`src/rtl/clk_div_pkg.sv`:
```
// Shared types, limits and helpers for the switch-selectable clock divider.
package clk_div_pkg;

  typedef logic [1:0] sel_t;

  localparam int unsigned MIN_DIV       = 2;
  localparam int unsigned MAX_LEGAL_DIV = 65535;

  // Ratio chosen by the two-bit switch
  function automatic int unsigned div_sel(input sel_t sel,
                                          input int unsigned d0,
                                          input int unsigned d1,
                                          input int unsigned d2,
                                          input int unsigned d3);
    int unsigned r;
    case (sel)
      2'b00:   r = d0;
      2'b01:   r = d1;
      2'b10:   r = d2;
      default: r = d3;
    endcase
    return r;
  endfunction

  // Length of the high phase: ceil(n/2), so odd ratios get the extra cycle high
  function automatic int unsigned half_hi(input int unsigned n);
    return (n + 32'd1) / 32'd2;
  endfunction

  function automatic int unsigned max4(input int unsigned a,
                                       input int unsigned b,
                                       input int unsigned c,
                                       input int unsigned d);
    int unsigned m;
    m = a;
    if (b > m) m = b;
    if (c > m) m = c;
    if (d > m) m = d;
    return m;
  endfunction

endpackage

```
`src/rtl/clk_div_counter.sv`:
```
// Period counter: holds the position in the period, the active ratio and the
// post-reset start flag, and flags the reload edge.
module clk_div_counter
  import clk_div_pkg::*;
#(
  parameter int unsigned CW      = 3,
  parameter int unsigned NW      = 4,
  parameter int unsigned RESET_N = 2
) (
  input  logic          clk,
  input  logic          rst,
  input  logic [NW-1:0] n_new,
  output logic          reload,
  output logic [CW-1:0] cnt_next,
  output logic [NW-1:0] n_q
);

  logic [CW-1:0] cnt_q, cnt_d;
  logic [NW-1:0] n_d;
  logic          start_q, start_d;

  // Reload on the first edge after reset or on the last cycle of a period
  assign reload   = start_q || (NW'(cnt_q) == (n_q - NW'(1)));
  assign cnt_next = cnt_q + CW'(1);

  always_comb begin
    cnt_d   = cnt_q;
    n_d     = n_q;
    start_d = start_q;
    if (reload) begin
      cnt_d   = '0;
      n_d     = n_new;
      start_d = 1'b0;
    end else begin
      cnt_d   = cnt_next;
    end
  end

  always_ff @(posedge clk or posedge rst) begin
    if (rst) begin
      cnt_q   <= '0;
      n_q     <= NW'(RESET_N);
      start_q <= 1'b1;
    end else begin
      cnt_q   <= cnt_d;
      n_q     <= n_d;
      start_q <= start_d;
    end
  end

endmodule

```
`src/rtl/clk_div_sel.sv`:
```
// Switch-selectable integer clock divider with glitch-free ratio changes.
// Define CLK_DIV_TICK_EN to add a one-cycle-per-period tick output.
module clk_div_sel
  import clk_div_pkg::*;
#(
  parameter int unsigned DIV0 = 2,
  parameter int unsigned DIV1 = 3,
  parameter int unsigned DIV2 = 5,
  parameter int unsigned DIV3 = 8
) (
  input  logic       clk,
  input  logic       rst,
  input  logic [1:0] sw,
  output logic       clk_out
`ifdef CLK_DIV_TICK_EN
  ,
  output logic       tick
`endif
);

  localparam int unsigned MAX_DIV = max4(DIV0, DIV1, DIV2, DIV3);
  localparam int unsigned CW      = $clog2(MAX_DIV);
  localparam int unsigned NW      = $clog2(MAX_DIV + 1);

  if (DIV0 < MIN_DIV || DIV1 < MIN_DIV || DIV2 < MIN_DIV || DIV3 < MIN_DIV ||
      DIV0 > MAX_LEGAL_DIV || DIV1 > MAX_LEGAL_DIV ||
      DIV2 > MAX_LEGAL_DIV || DIV3 > MAX_LEGAL_DIV) begin : g_bad_div
    $error("clk_div_sel: every DIVx must lie in 2..65535");
  end

  logic [NW-1:0] n_new;
  logic [NW-1:0] n_q;
  logic [CW-1:0] cnt_next;
  logic          reload;
  logic          clk_out_q, clk_out_d;

  // sw only matters on reload edges; the counter ignores n_new otherwise
  assign n_new = NW'(div_sel(sel_t'(sw), DIV0, DIV1, DIV2, DIV3));

  clk_div_counter #(
    .CW      (CW),
    .NW      (NW),
    .RESET_N (DIV0)
  ) u_counter (
    .clk      (clk),
    .rst      (rst),
    .n_new    (n_new),
    .reload   (reload),
    .cnt_next (cnt_next),
    .n_q      (n_q)
  );

  always_comb begin
    clk_out_d = clk_out_q;
    if (reload) begin
      clk_out_d = 1'b1;
    end else begin
      clk_out_d = (32'(cnt_next) < half_hi(32'(n_q)));
    end
  end

  always_ff @(posedge clk or posedge rst) begin
    if (rst) begin
      clk_out_q <= 1'b0;
    end else begin
      clk_out_q <= clk_out_d;
    end
  end

  assign clk_out = clk_out_q;

`ifdef CLK_DIV_TICK_EN
  logic tick_q, tick_d;

  always_comb begin
    tick_d = reload;
  end

  always_ff @(posedge clk or posedge rst) begin
    if (rst) begin
      tick_q <= 1'b0;
    end else begin
      tick_q <= tick_d;
    end
  end

  assign tick = tick_q;
`endif

endmodule

```
`config.mk`:
```
export PLATFORM = sky130hd
export DESIGN_NAME = clk_div_sel
export DESIGN_NICKNAME = d
export VERILOG_FILES = /design/src/rtl/clk_div_pkg.sv /design/src/rtl/clk_div_counter.sv /design/src/rtl/clk_div_sel.sv
export SDC_FILE = /design/constraint.sdc
export NUM_CORES = 1
export LEC_CHECK = 0
export ABC_CLOCK_PERIOD_IN_PS = 2700
export BUFFER_PORTS_ARGS = -buffer_cell sky130_fd_sc_hd__buf_2
export CORE_UTILIZATION = 30
export CTS_BUF_LIST = sky130_fd_sc_hd__clkbuf_16
export CTS_CLUSTER_SIZE = 28
export DETAILED_ROUTE_END_ITERATION = 6
export MAX_ROUTING_LAYER = met4
export SYNTH_ARGS = -nofsm -noshare
export SYNTH_HDL_FRONTEND = slang
export SYNTH_SLANG_ARGS = --single-unit
```
`constraint.sdc`:
```
create_clock -name clk -period 2.7 [get_ports clk]
set_input_delay 0.54 -clock clk [delete_from_list [all_inputs] [get_ports clk]]
set_output_delay 0.54 -clock clk [all_outputs]
set_load 0.02 [all_outputs]
```
### Yosys cells after proc, flatten, opt, wreduce, memory -nomap -nowiden

Index checks and enable logic that the tools add are counted.

| operators by class | value |
|---|---|
| $add $sub $neg | 3 |
| $lt $le $gt $ge | 1 |
| equality and inequality tests | 3 |
| muxes and demuxes | 3 |
| reductions and logical operators | 2 |

Operators with widths:

| cell | number |
|---|---|
| $pmux W4 S3 | 1 |
| $add A4 B1 Y5 const B | 1 |
| $eq A3 B4 Y1 | 1 |
| $lt A3 B4 Y1 | 1 |
| $sub A4 B1 Y4 const B | 1 |
| $add A3 B1 Y3 const B | 1 |
| $mux W3 | 1 |
| $eq A2 B1 Y1 const B | 1 |
| $eq A2 B2 Y1 const B | 1 |
| $logic_not A2 Y1 | 1 |
| $logic_or A1 B1 Y1 | 1 |
| $mux W1 | 1 |

| storage, ports and cells | value |
|---|---|
| bits in registers | 9 |
| bits of input ports | 4 |
| output and inout bits | 1 |
| logic and storage cells | 16 |

### Depth between registers and ports, before layout

Gate-level depths: netlist of the first run.

| depth | value |
|---|---|
| word-level depth | 4 |
| gate-level depth with buffers | 6 |
| depth with buffers taken out | 6 |

### Hierarchy

Synthesis of the first run repeated with hierarchy kept, for this count alone.

| unflattened totals | value |
|---|---|
| cells, all modules | 71 |
| area total of the unflattened synthesis | 711.9 µm² |

Modules (own cells, without submodules):

| module | instances | cells each | area each (µm²) | sequential area each (µm²) |
|---|---|---|---|---|
| clk_div_counter | 1 | 50 | 524.3 | 202.7 |
| clk_div_sel | 1 | 21 | 187.7 | 25.0 |

### Worst setup path before layout of the first run

Ideal clock, no wire load.

| timing | value |
|---|---|
| kind | register to register |
| start | register u_counter.n_q[1] |
| end | register u_counter.n_q[3] |
| setup time | 121 ps |
| arrival time | 1816 ps |
| data required time | 2579 ps |
| path slack | 763 ps |
| stages on the path, launching flop included | 7 |
| path buffers | 0 |
| clock period less this slack | 1937 ps |
| cell sequence | dfstp_2 > inv_1 > ha_1 > xor2_1 > nand2_2 > or4_1 > a22o_1 |

| on the way | value |
|---|---|
| word-level cells in the longest chain between the ends | 3 |

RTL lines:

| item | line | RTL |
|---|---|---|
| from (decl) | clk_div_counter.sv:15 | `output logic [NW-1:0] n_q` |
| from (signal assigned) | clk_div_counter.sv:42 | `n_q <= NW'(RESET_N);` |
| from (signal assigned) | clk_div_counter.sv:46 | `n_q <= n_d;` |
| $sub A4 B1 Y4 | clk_div_counter.sv:23 | `assign reload = start_q \|\| (NW'(cnt_q) == (n_q - NW'(1)));` |
| $eq A3 B4 Y1 | clk_div_counter.sv:23 |  |
| $logic_or A1 B1 Y1 | clk_div_counter.sv:23 |  |

Every way passes these cells.
A chain may end at the register's enable or synchronous reset.

### Final worst setup path of the first run

| timing | value |
|---|---|
| start | register u_counter.n_q[1] |
| end | register u_counter.n_q[0] |

The elaborated chain is that of the path after synthesis.

==> reports/metrics.cfg, run 1 <==
[floorplan]
ioPinCount = 5
fp-row-count = 15
dieWidth_um = 47.2
die_h_um = 47.2
start_util_pct = 33.7
coreArea_um2 = 1820
die_area_um2 = 2230

[logic_synthesis]
ys_ff_latch = 9
synth_cells = 59
syn_area_per_cell_um2 = 10.4
seq_area_frac_synth_pct = 37.1
synth_area_leaders = dfrtp_1, ha_1, dfstp_2, xor2_1, inv_1
yosys_warnings = 0
syn-cell-area_um2 = 613
yosys.area.top_type = dfrtp_1
synth_cell_types = 27
synth_top_area_share_pct = 28.6
syn-num-nets = 72

[pwr]
leakagePower_nw = 0.365
total_power_mw = 0.987
power_density_nw_per_um2 = 1330
peakVddDrop_v = 0.000714

[route]
drt-vias-per-instance = 4.68
drt-total-wl_um = 1050
vias = 431
first_pass_iters = 4
route.detailed.wl_per_inst_um = 11.4
drc = 0
drt_iter0_drc = 4
drtAntennaViolNets = 0

[critical_path]
end_kind = register
required_ns = 2.81
crit_type = register to register
crit_arrival_ns = 2.19
startpoint_type = register
path_cells = inv_1 > ha_1 > xor2_1 > nand2_2 > a22oi_4 > mux2_2
critPathSlowestCell = dfstp_2
critPathMaxFanout = 7
slowest_delay_ns = 0.54

[clock_network]
path_clk_slew_ns = 0.04
h-tree-depth = 1
cts.sink_count = 9
postCtsSetupBuffers = 0
root_buffer = clkbuf_16
clockBufferDepth = 2
ctsResizeCount = 0
cts_tree = done
cts-buffers-inserted = 3
clock_latency_ns = 0.23
cts_hold_buffers = 0

[global_route]
grt_remaining_overflow = 0
grt_use_total_pct = 11.9
grt_pass1_wl_um = 1690
antenna_found_initial = 0
grt_pass1_vias = 415
grt_max_degree = 10

[finish]
final_layout_size_suffix_gt1_share_pct = 19.4
layout.nets = 81
area_growth_pct = 21.2
antennaDiodeCount = 0

[run]
maxCapViolCount = 0

[sta]
setup_violations = 0
slew_viol_final = 0
fin_crit_ns = 2.08
rsz0062_at_grt = no
fin_skew_ns = 0.000821
finalHoldViolCount = 0
finalSetupTns_ns = 0
fin_crit_sh_pct = 76.9
fmax_ghz = 0.482

[placed_design]
post-dp-hpwl_um = 789
portBuffers = 4
gp_congestion = 0.809

[run_status]
status = completed

[min_path]
worstHoldPathType = input port to asynchronous set/reset pin

-- final timing paths --
| kind | startpoint | end | slack, ns | cells past startpoint |
|---|---|---|---|---|
| min in group clk | u_counter.n_q[1] | u_counter.n_q[1] | 0.53 | 2 |
| setup reg to reg | u_counter.n_q[1] | u_counter.n_q[0] | 0.62 | 6 |
| hold / removal | rst | u_counter.cnt_q[0] | 0.27 | 2 |
| max in group asynchronous | rst | u_counter.n_q[1] | 2.13 | 2 |
| hold reg to reg | u_counter.n_q[1] | u_counter.n_q[1] | 0.53 | 2 |
| setup / recovery | u_counter.n_q[1] | u_counter.n_q[0] | 0.62 | 6 |
-- cell type report --
cell class,count,area (um^2)
repair buffers,4,20.0
multi-input cells,42,355
fillers,178,1080
well taps,25,31.3
clock buffers,3,75.1
flip-flops and latches,9,228
inverters,8,30.0
clock inverters,1,3.75
-- power by group --
| part | total (mW) | switching [mW] | internal (mW) |
|---|---|---|---|
| combinational | 0.471 | 0.255 | 0.216 |
| sequential | 0.264 | 0.0674 | 0.197 |
| clock | 0.251 | 0.0585 | 0.193 |
-- cells in the mapped netlist --
master / number
a311o_1: 1
a22o_1: 1
a21oi_1: 2
nand4_1: 1
or4_1: 1
dfstp_2: 2
ha_1: 9
mux2_2: 1
nand3_1: 3
xnor2_1: 2
mux2i_1: 1
dfrtp_1: 7
a22oi_4: 1
nand2_1: 1
nand2_2: 1
inv_1: 8
o311ai_0: 1
xor2_1: 4
o21ai_0: 3
nor2b_1: 1
or3_2: 1
o31a_1: 1
nor2_1: 2
o211ai_1: 1
a21o_1: 1
o21bai_1: 1
conb_1: 1
-- kinds of logic after synthesis --
group / count (synthesis) / synth area share [%]
AOI/OAI and AO/OA: 13 / 17.1
and+or+nand+nor: 11 / 9.80
adders and majority gates: 9 / 18.4
DFF: 9 / 37.1
buffers and inverters: 8 / 4.90
xor gates and xnor gates: 6 / 8.57
muxes: 2 / 3.47
other: 1 / 0.612
-- sequential cells by signal, indices dropped and copies added (netlist names) --
name and flops:
clk_out 1, u_counter.cnt_q 3, u_counter.start_q 1, u_counter.n_q 4
-- per-layer routing --
metal | global-route usage [%] | vias to the layer above | wire length, um
met4 | 1.71 | 0 | 0
met5 | - | - | 0
met3 | 6.92 | 0 | 46
met1 | 12.6 | 201 | 503
met2 | 19.4 | 7 | 502
li1 | - | 223 | -
-- critical path, delay by kind of cell, from the launching register on --
family                     cells  cell delay [ns]
DFF                            1             0.54
AOI/OAI and AO/OA              1             0.32
xor gates and xnor gates       1             0.24
buffers and inverters          1             0.06
adders and majority gates      1             0.30
and+or+nand+nor                1             0.13
muxes                          1             0.37
-- cell usage in the layout, fill, tap and decap left out, types with 2 or more instances in the layout --
cell type	Yosys	routed
inv_1	8	9
a21oi_1	2	2
xor2_1	4	4
buf_2	0	4
clkbuf_16	0	3
o21ai_0	3	3
nand3_1	3	3
xnor2_1	2	2
dfrtp_1	7	7
nor2_1	2	2
ha_1	9	9
dfstp_2	2	2
-- per-stage QoR --
step                      utilization (%)  area, um^2  setup WS, ns  std cells  hold slack (ns)
after floorplan                         -         613         0.763         59            0.366
after global placement               36.5         664         0.696         88            0.505
after global routing                 40.8         743         0.510         92            0.298
final                                40.8         743         0.624         92            0.270
after detailed placement             36.5         664         0.615         88            0.512
after CTS                            40.8         743         0.607         92            0.278
(Power assumes the default switching activity.)
==> run 2: changes to the inputs <==
--- a/config.mk
+++ b/config.mk
@@ -5,7 +5,8 @@
 export SDC_FILE = /design/constraint.sdc
 export NUM_CORES = 1
 export LEC_CHECK = 0
-export ABC_CLOCK_PERIOD_IN_PS = 2700
+export ABC_AREA = 1
+export ABC_CLOCK_PERIOD_IN_PS = 1980
 export BUFFER_PORTS_ARGS = -buffer_cell sky130_fd_sc_hd__buf_2
 export CORE_UTILIZATION = 30
 export CTS_BUF_LIST = sky130_fd_sc_hd__clkbuf_16
==> constraint.sdc (replaced) <==
create_clock -name clk -period 1.98 [get_ports clk]
set_input_delay 0.396 -clock clk [delete_from_list [all_inputs] [get_ports clk]]
set_output_delay 0.396 -clock clk [all_outputs]
set_load 0.02 [all_outputs]
==> reports/metrics.cfg, run 2 <==
[finish]
top_regs = u_counter.n_q (4), u_counter.cnt_q (3)
antennaDiodeCount = 0
area_growth_pct = 18.7
top_register = u_counter.n_q
layout.nets = 102
final_cell_mix = nand2_1, inv_1, nand3_1, ha_1, dfrtp_1
stdcell_count = 115
final_common_cell = nand2_1
largest_register_ff_count = 4
final_layout_size_suffix_gt1_share_pct = 18.2

[clock_network]
ctsResizeCount = 0
h-tree-depth = 1
clock_latency_ns = 0.24
clockBufferDepth = 2
cts_hold_buffers = 0
postCtsSetupBuffers = 0
path_clk_slew_ns = 0.04
cts-buffers-inserted = 3
cts.sink_count = 9
root_buffer = clkbuf_16
cts_tree = done

[critical_path]
critPathSlowestCell = dfstp_2
cpMostUsedCell = nand2_1
required_ns = 2.15
startpoint = u_counter.n_q[1]
slowest_delay_ns = 0.59
startpoint_type = register
path_cells = inv_1 > ha_1 > inv_1 > nand2_1 > nand2_1 > nor2_2 > nand3_4 > nand2_4 > nand2_1 > nand2_1
crit_family = simple AND/OR/NAND/NOR gates
reg2reg_to = u_counter.n_q[0]
critPathMaxFanout = 7
crit_type = register to register
ff2ff_setup_slack_ns = 0.29
ff2ff_path_depth = 10
critPathBufInv = 2
r2r-start = u_counter.n_q[1]
crit_arrival_ns = 1.85
cp.depth = 10
end_kind = register

[logic_synthesis]
synthMuxAreaShare_pct = 0
yosys.area.top_type = dfrtp_1
synth_top_family_by_area = simple AND/OR/NAND/NOR gates
synth_xor_area_share_pct = 5.39
synth_ff_type = dfrtp_1
synth-async-reset-ratio_pct = 100
synth_most_common_cell = nand2_1
synth_top_area_share_pct = 27.0
synth_fa_ha_area_share_pct = 17.3
syn-num-nets = 94
syn-cell-area_um2 = 649
synth_cells = 81
synth_compound_area_share_pct = 1.54
yosys_warnings = 0
yosys-top-cells-count = nand2_1, inv_1, ha_1, nand3_1, dfrtp_1
ys_ff_latch = 9
seq_area_frac_synth_pct = 35.1
yosys.area_share.simple_pct = 29.7
synth_cell_types = 18
synth_area_leaders = dfrtp_1, ha_1, nand2_1, dfstp_2, nand3_1
syn_area_per_cell_um2 = 8.02
synth-edff-count = 0

[floorplan]
die_h_um = 48.5
coreArea_um2 = 2000
die_area_um2 = 2350
fp-row-count = 16
ioPinCount = 5
start_util_pct = 32.4
dieWidth_um = 48.5

[route]
drc = 0
route.detailed.wl_per_inst_um = 9.23
vias = 495
drtAntennaViolNets = 0
drt-total-wl_um = 1060
first_pass_iters = 4
drt_iter0_drc = 8
drt-vias-per-instance = 4.30

[placed_design]
portBuffers = 4
placedCellCount = 111
gp_congestion = 0.786
post-dp-hpwl_um = 840

[sta]
fin_crit_sh_pct = 85.2
fin_skew_ns = 0.00316
fmax_ghz = 0.593
finalHoldViolCount = 0
setup_violations = 0
slew_viol_final = 0
fin_crit_ns = 1.69
rsz0062_at_grt = no
finalSetupTns_ns = 0

[run_status]
status = completed

[run]
maxCapViolCount = 0

[global_route]
grt_pass1_wl_um = 1970
grt_max_degree = 10
grt_remaining_overflow = 0
grt_use_total_pct = 11.5
grt_pass1_vias = 451
antenna_found_initial = 0

[pwr]
switchingPower_mw = 0.330
clkPwrFrac_pct = 36.4
pwr-share-comb_pct = 34.2
leakagePower_nw = 0.414
p_int_mw = 0.633
power_density_nw_per_um2 = 1250
seqPwrFrac_pct = 29.4
netSwitchingFraction_pct = 34.3
peakVddDrop_v = 0.000736

[min_path]
worstHoldPathType = input port to asynchronous set/reset pin

==> run 2: cell types whose count changed in the layout (fill, tap and decap cells not counted), moves of 2 or more <==
| cell | previous run | this run |
|---|---|---|
| inv_2 | 0 | 3 |
| nand3_1 | 3 | 9 |
| nand2_1 | 1 | 22 |
| o21ai_0 | 3 | 1 |
| xor2_1 | 4 | 1 |
| inv_1 | 9 | 13 |
| nor2_1 | 2 | 5 |
==> run 2: cell type report <==
type / count / area, um^2
Tap cell: 27 / 33.8
Multi-Input combinational cell: 56 / 354
Timing Repair Buffer: 4 / 20.0
Clock buffer: 3 / 75.1
Inverter: 15 / 56.3
Fill cell: 217 / 1230
Clock inverter: 1 / 3.75
Sequential cell: 9 / 228
==> run 2: logic make-up after synthesis <==
family / after synthesis
compound gates: 2
xor+xnor: 4
fa+ha+maj: 9
buf+inv: 16
flops: 9
other cells: 1
simple gates: 40
==> run 2: metrics by stage <==
step / worst slack (ns) / total power, mW / hold WS [ns] / utilization, % / area, um^2
after floorplan: 0.439 / 0.557 / 0.222 / - / 649
after global placement: 0.304 / 0.609 / 0.377 / 34.6 / 692
after detailed placement: 0.290 / 0.616 / 0.381 / 34.6 / 692
after CTS: 0.276 / 0.975 / 0.132 / 38.5 / 771
after global routing: 0.163 / 1.05 / 0.155 / 38.5 / 771
final: 0.294 / 0.963 / 0.115 / 38.5 / 771
==> run 2: power groups by stage <==
| stage | registers [mW] | clock network (mW) | logic (mW) |
|---|---|---|---|
| after floorplan | 0.276 | 0 | 0.281 |
| after global placement | 0.283 | 0 | 0.326 |
| after detailed placement | 0.286 | 0 | 0.330 |
| after CTS | 0.283 | 0.359 | 0.333 |
| after global routing | 0.292 | 0.372 | 0.390 |
| final | 0.283 | 0.351 | 0.330 |
==> run 2: worst max-delay path by stage <==
stage	slack (ns)	to
after floorplan	0.44	u_counter.cnt_q[2]
after global placement	0.30	u_counter.n_q[1]
after detailed placement	0.29	u_counter.n_q[0]
after CTS	0.28	u_counter.n_q[0]
after global routing	0.16	u_counter.n_q[0]
final	0.29	u_counter.n_q[0]
==> run 2: layer usage <==
metal	GRT usage [%]	routed length [um]	part of all wire, %
met2	15.7	464	44
met1	14.5	518	49
met4	4.41	19	1.8
met3	5.66	60	5.7
met5	-	0	0
==> run 3: changes to the inputs <==
--- a/config.mk
+++ b/config.mk
@@ -8,7 +8,7 @@
 export ABC_AREA = 1
 export ABC_CLOCK_PERIOD_IN_PS = 1980
 export BUFFER_PORTS_ARGS = -buffer_cell sky130_fd_sc_hd__buf_2
-export CORE_UTILIZATION = 30
+export CORE_UTILIZATION = 45
 export CTS_BUF_LIST = sky130_fd_sc_hd__clkbuf_16
 export CTS_CLUSTER_SIZE = 28
 export DETAILED_ROUTE_END_ITERATION = 6
==> reports/metrics.cfg, run 3 (synthesis gave the netlist of run 2 again) <==
[run_status]
status = completed

[finish]
area_growth_pct = 17.5
stdcell_count = 104
fin_util_pct = 57.9
final_layout_size_suffix_gt1_share_pct = 19.1
largest_register_ff_count = 4
top_register = u_counter.n_q
final_cell_mix = nand2_1, inv_1, nand3_1, ha_1, dfrtp_1
final_common_cell = nand2_1
antennaDiodeCount = 0
top_regs = u_counter.n_q (4), u_counter.cnt_q (3)
layout.nets = 103

[critical_path]
path_cells = inv_1 > ha_1 > inv_1 > nand2_1 > nand2_1 > nor2_2 > nand3_4 > nand2_4 > nand2_1 > nand2_1
critPathMaxFanout = 7
crit_type = register to register
startpoint_type = register
startpoint = u_counter.n_q[1]
required_ns = 2.15
critPathSlowestCell = dfstp_2
slowest_delay_ns = 0.59
crit_arrival_ns = 1.85
cpMostUsedCell = nand2_1
r2r-start = u_counter.n_q[1]
end_kind = register

[floorplan]
fp-row-count = 13
start_util_pct = 49.3
die_area_um2 = 1600
ioPinCount = 5
die_h_um = 40.0
coreArea_um2 = 1320
dieWidth_um = 40.0

[placed_design]
post-dp-hpwl_um = 840
portBuffers = 4
pre_cts_slack_ns = 0.296
gp_congestion = 0.727
placedCellCount = 100

[global_route]
grt_max_degree = 10
grt_pass1_wl_um = 1780
grt_pass1_vias = 430
grt_use_total_pct = 17.5
antenna_found_initial = 0
grt_remaining_overflow = 0

[sta]
finalHoldViolCount = 0
fin_crit_ns = 1.68
fmax_ghz = 0.594
fin_skew_ns = 0.000270
finalWorstSetupSlack_ns = 0.297
fin_crit_sh_pct = 85.0
rsz0062_at_grt = no
slew_viol_final = 0
finalSetupTns_ns = 0
setup_violations = 0

[clock_network]
path_clk_slew_ns = 0.04
clock_latency_ns = 0.23
postCtsSetupBuffers = 0
h-tree-depth = 1
clockBufferDepth = 2
cts.sink_count = 9
cts-buffers-inserted = 3
cts_tree = done
root_buffer = clkbuf_16
cts_hold_buffers = 0
ctsResizeCount = 0

[route]
drc = 0
drt-total-wl_um = 1020
drt_iter0_drc = 6
vias = 479
first_pass_iters = 4
route.detailed.wl_per_inst_um = 9.81
drt-vias-per-instance = 4.61
drtAntennaViolNets = 0

[pwr]
clkPwrFrac_pct = 35.3
power_density_nw_per_um2 = 1260
seqPwrFrac_pct = 28.9
netSwitchingFraction_pct = 33.6
switchingPower_mw = 0.323
p_int_mw = 0.637
leakagePower_nw = 0.419
peakVddDrop_v = 0.000823
total_power_mw = 0.960
pwr-share-comb_pct = 35.8

[run]
maxCapViolCount = 0

[min_path]
worstHoldPathType = input port to asynchronous set/reset pin

==> run 3: changes by cell type in the layout (fill, tap and decap cells not counted) <==
cell / change
buf_4: +1
==> run 3: final cells by class <==
class                           count  area [um^2]
Sequential cell                     9          228
Clock buffer                        3         75.1
Inverter                           15         56.3
Multi-Input combinational cell     56          354
Clock inverter                      1         3.75
Tap cell                           15         18.8
Fill cell                         124          554
Timing Repair Buffer                5         27.5
==> run 3: power groups by stage <==
stage | Combinational, mW | Clock [mW] | Sequential (mW)
final | 0.343 | 0.339 | 0.278
after global routing | 0.401 | 0.355 | 0.287
after CTS | 0.351 | 0.345 | 0.279
after detailed placement | 0.344 | 0 | 0.280
after global placement | 0.340 | 0 | 0.282
after floorplan | 0.281 | 0 | 0.276
==> run 3: worst max-delay path, delay by kind of cell (launching register included) <==
kind                       cells  cell delay [ns]
adders and majority gates      1             0.31
buffers and inverters          2             0.11
DFF                            1             0.59
and+or+nand+nor                7             0.61
==> run 3: layer usage <==
layer	vias to the layer above	global-route usage [%]	routed length [um]
met5	-	-	0
met4	0	5.17	0
met3	0	3.33	10
met2	2	30.2	525
met1	217	20.4	484
li1	260	-	-
==> run 3: stage by stage <==
stage               hold slack [ns]  instance area (um^2)
finish                        0.116                   763
global route                  0.159                   763
CTS                           0.127                   763
detailed placement            0.369                   684
global placement              0.366                   684
floorplan                     0.222                   649
==> run 3: final timing paths <==
kind                                       to  slack (ns)  cells after the start
setup / recovery             u_counter.n_q[1]        0.30                     10
hold / removal                        clk_out        0.12                      2
setup reg to reg             u_counter.n_q[1]        0.30                     10
hold reg to reg            u_counter.cnt_q[0]        0.50                      1
max in group asynchronous    u_counter.n_q[1]        1.57                      2
min in group clk           u_counter.cnt_q[0]        0.50                      1
